## config.mk

```make
export PLATFORM = sky130hd
export DESIGN_NAME = blinds_motor_sequencer
export DESIGN_NICKNAME = d
export VERILOG_FILES = /design/src/rtl/blinds_pkg.sv /design/src/rtl/light_hysteresis_filter.sv /design/src/rtl/blinds_motor_sequencer.sv
export SDC_FILE = /design/constraint.sdc
export NUM_CORES = 1
export LEC_CHECK = 0
export ABC_AREA = 1
export ABC_CLOCK_PERIOD_IN_PS = 2200
export CORE_MARGIN = 10
export CORE_UTILIZATION = 27
export CTS_CLUSTER_DIAMETER = 60
export DETAILED_ROUTE_END_ITERATION = 10
export HOLD_SLACK_MARGIN = 0.1
export SKIP_CTS_REPAIR_TIMING = 1
export SLEW_MARGIN = 20
export SYNTH_ARGS = -nofsm -noshare
export SYNTH_HDL_FRONTEND = slang
export SYNTH_SLANG_ARGS = --single-unit
```

## constraint.sdc

```tcl
create_clock -name clk -period 2.2 [get_ports clk]
set_clock_uncertainty 0.1 [all_clocks]
set_input_delay 0.22 -clock clk [delete_from_list [all_inputs] [get_ports clk]]
set_output_delay 0.22 -clock clk [all_outputs]
set_load 0.01 [all_outputs]
```

## src/rtl/blinds_pkg.sv

```systemverilog
`default_nettype none
// ============================================================================
// Module      : blinds_pkg
// Description : Shared types and default constants for the blinds sequencer.
// Revision    : 1.0 - initial release
// ============================================================================
package blinds_pkg;

    typedef enum logic [1:0] {
        ST_IDLE = 2'd0,
        ST_UP   = 2'd1,
        ST_DOWN = 2'd2,
        ST_DEAD = 2'd3
    } state_t;

    typedef enum logic [1:0] {
        DIR_NONE = 2'd0,
        DIR_UP   = 2'd1,
        DIR_DOWN = 2'd2
    } dir_t;

    localparam int unsigned c_TRAVEL_CYCLES   = 100;
    localparam int unsigned c_DEAD_CYCLES     = 4;
    localparam int unsigned c_LIGHT_HI        = 150;
    localparam int unsigned c_LIGHT_LO        = 100;
    localparam int unsigned c_HOLD_CYCLES     = 8;
    localparam int unsigned c_OVERRIDE_CYCLES = 1000;

endpackage : blinds_pkg
`default_nettype wire

```

## src/rtl/light_hysteresis_filter.sv

```systemverilog
`default_nettype none
// ============================================================================
// Module      : light_hysteresis_filter
// Description : Turns ambient light samples into one-shot auto open/close
//               requests after a run of consecutive bright or dark samples.
// Revision    : 1.0 - initial release
// ============================================================================
module light_hysteresis_filter
    import blinds_pkg::*;
#(
    parameter int unsigned LIGHT_HI    = c_LIGHT_HI,
    parameter int unsigned LIGHT_LO    = c_LIGHT_LO,
    parameter int unsigned HOLD_CYCLES = c_HOLD_CYCLES
) (
    input  logic       clk,
    input  logic       rst,
    input  logic [7:0] light_level,
    input  logic       hold_clear,
    output logic       auto_up,
    output logic       auto_down
);

    localparam int unsigned         c_CNT_W     = $clog2(HOLD_CYCLES + 1);
    localparam logic [c_CNT_W-1:0]  c_HOLD_MAX  = c_CNT_W'(HOLD_CYCLES);
    localparam logic [c_CNT_W-1:0]  c_HOLD_LAST = c_CNT_W'(HOLD_CYCLES - 1);
    localparam logic [c_CNT_W-1:0]  c_CNT_ONE   = c_CNT_W'(1);

    logic [c_CNT_W-1:0] r_bright_cnt;
    logic [c_CNT_W-1:0] r_dark_cnt;
    logic               w_bright;
    logic               w_dark;

    assign w_bright = (light_level >= 8'(LIGHT_HI));
    assign w_dark   = (light_level <  8'(LIGHT_LO)) && !w_bright;

    // Counters saturate at HOLD so each qualifying run yields a single pulse.
    always_ff @(posedge clk or posedge rst) begin
        if (rst) begin
            r_bright_cnt <= '0;
            r_dark_cnt   <= '0;
        end else if (hold_clear) begin
            r_bright_cnt <= '0;
            r_dark_cnt   <= '0;
        end else if (w_bright) begin
            r_bright_cnt <= (r_bright_cnt == c_HOLD_MAX) ? c_HOLD_MAX : r_bright_cnt + c_CNT_ONE;
            r_dark_cnt   <= '0;
        end else if (w_dark) begin
            r_dark_cnt   <= (r_dark_cnt == c_HOLD_MAX) ? c_HOLD_MAX : r_dark_cnt + c_CNT_ONE;
            r_bright_cnt <= '0;
        end else begin
            r_bright_cnt <= '0;
            r_dark_cnt   <= '0;
        end
    end

    assign auto_up   = !hold_clear && w_bright && (r_bright_cnt == c_HOLD_LAST);
    assign auto_down = !hold_clear && w_dark   && (r_dark_cnt   == c_HOLD_LAST);

endmodule : light_hysteresis_filter
`default_nettype wire

```

## src/rtl/blinds_motor_sequencer.sv

```systemverilog
`default_nettype none
// ============================================================================
// Module      : blinds_motor_sequencer
// Description : Blinds motor controller with manual/auto arbitration, travel
//               tracking and a dead-time interlock on direction reversal.
// Revision    : 1.0 - initial release
// ============================================================================
module blinds_motor_sequencer
    import blinds_pkg::*;
#(
    parameter int unsigned TRAVEL_CYCLES   = c_TRAVEL_CYCLES,
    parameter int unsigned DEAD_CYCLES     = c_DEAD_CYCLES,
    parameter int unsigned LIGHT_HI        = c_LIGHT_HI,
    parameter int unsigned LIGHT_LO        = c_LIGHT_LO,
    parameter int unsigned HOLD_CYCLES     = c_HOLD_CYCLES,
    parameter int unsigned OVERRIDE_CYCLES = c_OVERRIDE_CYCLES
) (
    input  logic       clk,
    input  logic       rst,
    input  logic [7:0] light_level,
    input  logic       open_signal,
    input  logic       close_signal,
    output logic       motor_up,
    output logic       motor_down,
    output logic [7:0] position,
    output logic       blinds_open,
    output logic       blinds_closed
);

    localparam int unsigned          c_DEAD_W      = (DEAD_CYCLES > 1) ? $clog2(DEAD_CYCLES) : 1;
    localparam int unsigned          c_OVR_W       = $clog2(OVERRIDE_CYCLES + 2);
    localparam logic [7:0]           c_TRAVEL      = 8'(TRAVEL_CYCLES);
    localparam logic [7:0]           c_TRAVEL_LAST = 8'(TRAVEL_CYCLES - 1);
    localparam logic [c_DEAD_W-1:0]  c_DEAD_LAST   = c_DEAD_W'(DEAD_CYCLES - 1);
    localparam logic [c_DEAD_W-1:0]  c_DEAD_ONE    = c_DEAD_W'(1);
    localparam logic [c_OVR_W-1:0]   c_OVR_LOAD    = c_OVR_W'(OVERRIDE_CYCLES);
    localparam logic [c_OVR_W-1:0]   c_OVR_ONE     = c_OVR_W'(1);

    state_t              r_state;
    state_t              w_state_nxt;
    dir_t                r_pending;
    dir_t                w_pending_nxt;
    dir_t                w_req;
    dir_t                w_dead_dir;
    logic [7:0]          r_position;
    logic [7:0]          w_position_nxt;
    logic [c_DEAD_W-1:0] r_dead_cnt;
    logic [c_DEAD_W-1:0] w_dead_cnt_nxt;
    logic [c_OVR_W-1:0]  r_override;
    logic                r_motor_up;
    logic                r_motor_down;
    logic                w_motor_up_nxt;
    logic                w_motor_down_nxt;
    logic                w_manual;
    logic                w_hold_clear;
    logic                w_auto_up;
    logic                w_auto_down;

    assign w_manual     = open_signal | close_signal;
    assign w_hold_clear = w_manual || (r_override != '0);

    // Manual commands suppress auto requests for OVERRIDE_CYCLES cycles.
    always_ff @(posedge clk or posedge rst) begin
        if (rst) begin
            r_override <= '0;
        end else if (w_manual) begin
            r_override <= c_OVR_LOAD;
        end else if (r_override != '0) begin
            r_override <= r_override - c_OVR_ONE;
        end
    end

    light_hysteresis_filter #(
        .LIGHT_HI    (LIGHT_HI),
        .LIGHT_LO    (LIGHT_LO),
        .HOLD_CYCLES (HOLD_CYCLES)
    ) u_light_filter (
        .clk         (clk),
        .rst         (rst),
        .light_level (light_level),
        .hold_clear  (w_hold_clear),
        .auto_up     (w_auto_up),
        .auto_down   (w_auto_down)
    );

    always_comb begin
        w_req = DIR_NONE;
        if (close_signal) begin
            w_req = DIR_DOWN;
        end else if (open_signal) begin
            w_req = DIR_UP;
        end else if (w_auto_down) begin
            w_req = DIR_DOWN;
        end else if (w_auto_up) begin
            w_req = DIR_UP;
        end
    end

    // A request arriving on the last dead cycle still overrides the pending one.
    assign w_dead_dir = (w_req != DIR_NONE) ? w_req : r_pending;

    always_ff @(posedge clk or posedge rst) begin
        if (rst) begin
            r_state      <= ST_IDLE;
            r_pending    <= DIR_NONE;
            r_position   <= '0;
            r_dead_cnt   <= '0;
            r_motor_up   <= 1'b0;
            r_motor_down <= 1'b0;
        end else begin
            r_state      <= w_state_nxt;
            r_pending    <= w_pending_nxt;
            r_position   <= w_position_nxt;
            r_dead_cnt   <= w_dead_cnt_nxt;
            r_motor_up   <= w_motor_up_nxt;
            r_motor_down <= w_motor_down_nxt;
        end
    end

    always_comb begin
        w_state_nxt    = r_state;
        w_pending_nxt  = r_pending;
        w_position_nxt = r_position;
        w_dead_cnt_nxt = r_dead_cnt;
        case (r_state)
            ST_IDLE: begin
                if (w_req == DIR_UP && r_position < c_TRAVEL) begin
                    w_state_nxt = ST_UP;
                end else if (w_req == DIR_DOWN && r_position != '0) begin
                    w_state_nxt = ST_DOWN;
                end
            end
            ST_UP: begin
                if (w_req == DIR_DOWN) begin
                    w_state_nxt    = ST_DEAD;
                    w_pending_nxt  = DIR_DOWN;
                    w_dead_cnt_nxt = '0;
                end else if (r_position >= c_TRAVEL_LAST) begin
                    w_state_nxt    = ST_IDLE;
                    w_position_nxt = c_TRAVEL;
                end else begin
                    w_position_nxt = r_position + 8'd1;
                end
            end
            ST_DOWN: begin
                if (w_req == DIR_UP) begin
                    w_state_nxt    = ST_DEAD;
                    w_pending_nxt  = DIR_UP;
                    w_dead_cnt_nxt = '0;
                end else if (r_position <= 8'd1) begin
                    w_state_nxt    = ST_IDLE;
                    w_position_nxt = '0;
                end else begin
                    w_position_nxt = r_position - 8'd1;
                end
            end
            ST_DEAD: begin
                w_pending_nxt = w_dead_dir;
                if (r_dead_cnt == c_DEAD_LAST) begin
                    w_pending_nxt  = DIR_NONE;
                    w_dead_cnt_nxt = '0;
                    if (w_dead_dir == DIR_UP && r_position < c_TRAVEL) begin
                        w_state_nxt = ST_UP;
                    end else if (w_dead_dir == DIR_DOWN && r_position != '0) begin
                        w_state_nxt = ST_DOWN;
                    end else begin
                        w_state_nxt = ST_IDLE;
                    end
                end else begin
                    w_dead_cnt_nxt = r_dead_cnt + c_DEAD_ONE;
                end
            end
            default: begin
                w_state_nxt   = ST_IDLE;
                w_pending_nxt = DIR_NONE;
            end
        endcase
    end

    always_comb begin
        w_motor_up_nxt   = (w_state_nxt == ST_UP);
        w_motor_down_nxt = (w_state_nxt == ST_DOWN);
    end

    assign motor_up      = r_motor_up;
    assign motor_down    = r_motor_down;
    assign position      = r_position;
    assign blinds_open   = (r_state == ST_IDLE) && (r_position == c_TRAVEL);
    assign blinds_closed = (r_state == ST_IDLE) && (r_position == '0);

endmodule : blinds_motor_sequencer
`default_nettype wire
```

==> reports/metrics.cfg <==
[sta]
maxSlewHeadroom_pct = 69.84
max_freq_mhz = 487.6
setup_violations = 0
finalSetupTns_ns = 0
fin_ws_ns = 0.1493
tightest_slew_ns = 0.4524
fin_crit_sh_pct = 93.21
finalCriticalPeriod_ns = 2.051
slew_violations = 0
hold_violations = 0

[die]
io-pin-count = 24
core_area_um2 = 8258
rows = 33
die_area_um2 = 12630
start_util_pct = 27.91
dieWidth_um = 112.4
die_h_um = 112.4

[yosys]
syn-cell-area_um2 = 2305
seq_area_frac_synth_pct = 36.92
synthTopCellsByCount = inv_1, nor2_1, nand2_1
avgSynthCellArea_um2 = 7.248
yosys.area.top_type = dfrtp_1
synth_cell_type_count = 32
synth_warnings = 0
ys_ff_latch = 34
ys.flop_type = dfrtp_1
synth_edf_count = 0
synth.most_common_cell = inv_1
async_flop_share_pct = 100.0
synth_cells = 318
yosys-top-cells-area = dfrtp_1, inv_1, nor2_1, nand2_1, ha_1
synth_top_area_share_pct = 36.92
syn-num-nets = 341

[place]
globalplace.congestion = 0.9140
post-dp-hpwl_um = 4155
place_ws_ns = 0.1111
io_buffers = 22
dpl_cell_area_um2 = 2711

[power]
cellPowerDensity_nw_per_um2 = 1122
cellLeakagePower_nw = 1.402
ir_worst_vdd_mv = 0.6296

[finish]
finalCoreUtilization_pct = 35.21
antenna_cells = 0
nNetsFinal = 382
design_area_um2 = 2908
syn_to_final_growth_pct = 26.17
drive_gt1_share_pct = 15.83

[routing]
wl_per_cell_um = 11.75
drc = 0
wl_met2_um = 2475
drt-total-wl_um = 5462
drt_first_pass_iters = 4
wl_met3_um = 274
met1_length_um = 2680
drt_iter0_drc = 138
ant_nets = 0
highest_layer = met4
vias = 2145
vias_per_cell = 4.613

[grt]
grt_max_degree = 35
grt_pass1_wl_um = 9666
grt_pass1_vias = 2048
overflow = 0
antenna_found_initial = 0
grt_use_total_pct = 8.956

[critical_path]
startpoint = r_override[1]
cp-end-kind = flop
rr_startpoint = r_override[1]
r2r_slack_ns = 0.15
required_ns = 2.27
ff2ff_path_depth = 14
regToRegEndpoint = motor_down
cp-start-kind = flop
crit_type = reg -> reg
worst_ep_arrival_time_ns = 2.12
cp_max_fo = 4

[clock_network]
numClockSinks = 34
clk_latency_ns = 0.29
numCtsBuffers = 5
htreeDepth = 2
cts_tree = done
clock_path_buffers = 2
clock-root-buffer = clkbuf_8
cts.reportedPaths.clkPinSlew_ns = 0.08

[worst_hold_path]
hp-class = in -> async

[job]
max_cap_viol_count = 0

[outcome]
status = finished clean

[stage by stage]
stage / hold WS (ns) / total power (W) / instances
after floorplan: 0.2616 / 0.002006 / 318
after global placement: 0.3666 / 0.002510 / 453
after detailed placement: 0.3799 / 0.002522 / 453
after CTS: 0.2425 / 0.003251 / 461
after global routing: 0.2721 / 0.003568 / 465
final: 0.2266 / 0.003262 / 465
[layout make-up]
type	instances	area, um^2
Multi-Input combinational cell	221	1211
Timing Repair Buffer	37	349.1
Clock inverter	3	68.82
Clock buffer	5	68.82
Inverter	60	227.7
Tap cell	105	131.4
Sequential cell	34	850.8
Fill cell	893	5350
[cell usage in the layout, fill, tap and decap left out, types with 2 or more instances in the layout]
master / netlist / routed
ha_1: 11 / 10
dfrtp_1: 34 / 34
nand3_2: 3 / 3
nand2_2: 7 / 6
o21ai_2: 2 / 2
nand3_1: 23 / 23
dlymetal6s2s_1: 0 / 2
bufinv_16: 0 / 2
nor2_1: 49 / 48
nand4_1: 4 / 4
o211ai_1: 3 / 3
clkbuf_8: 0 / 5
o21ai_1: 11 / 11
o21ai_0: 16 / 16
inv_2: 8 / 11
buf_4: 0 / 13
nor3_1: 5 / 5
nor3b_1: 2 / 2
clkdlybuf4s50_1: 0 / 20
a21o_1: 2 / 2
nor2_4: 4 / 4
nor2_2: 3 / 4
a21oi_1: 10 / 10
nand2_1: 48 / 48
inv_1: 52 / 48
xor2_1: 9 / 9
[per-layer routing]
| layer | global-route usage, % | vias up |
|---|---|---|
| met4 | 2.284 | 0 |
| li1 | - | 1091 |
| met3 | 2.609 | 2 |
| met1 | 11.97 | 1011 |
| met2 | 13.75 | 41 |
| met5 | 0 | - |
[power by group]
group          leakage (nW)  internal (W)  total [W]  switching [W]
combinational         0.916      0.000688    0.00165       0.000964
sequential            0.418      0.000768   0.000909       0.000141
clock                0.0683      0.000454   0.000700       0.000246
[registers in the layout (all words and copies together) (netlist names)]
signal,cells
r_state,2
r_override,10
motor_up,1
r_dead_cnt,2
motor_down,1
u_light_filter.r_dark_cnt,4
r_pending,2
position,8
u_light_filter.r_bright_cnt,4
[worst max-delay path: stages (launching register included)]
cell and delay, ns:
dfrtp_1 0.41, inv_2 0.07, ha_2 0.17, inv_1 0.05, nor2_2 0.11, nand3_2 0.09
nor2_4 0.16, nand3_2 0.12, buf_4 0.15, nand3_1 0.07, nand2_1 0.05, nor2_1 0.12
nor2_1 0.06, nor2_1 0.12, nor2_1 0.07
[cells by family (layout without fill, tap and decap cells)]
group / Yosys count / in the layout / share of synthesized area, %
AO/OA/AOI/OAI: 49 / 49 / 11.94
XOR/XNOR: 10 / 10 / 3.800
adder cells (fa/ha/maj): 11 / 11 / 5.972
buffers and inverters: 63 / 105 / 10.97
flip-flops: 34 / 34 / 36.92
AND/OR/NAND/NOR: 151 / 151 / 30.40
[worst max-delay path by stage]
stage	slack, ns	end	cells past startpoint
2_1_floorplan	0.33	r_pending[1]	14
5_1_grt	-0.01	r_dead_cnt[1]	14
3_5_place_dp	0.11	position[0]	14
6_report	0.15	motor_down	14
4_1_cts	-0.10	blinds_closed	5
3_3_place_gp	0.15	position[1]	12
No activity file was read; power rests on OpenSTA's default activity.
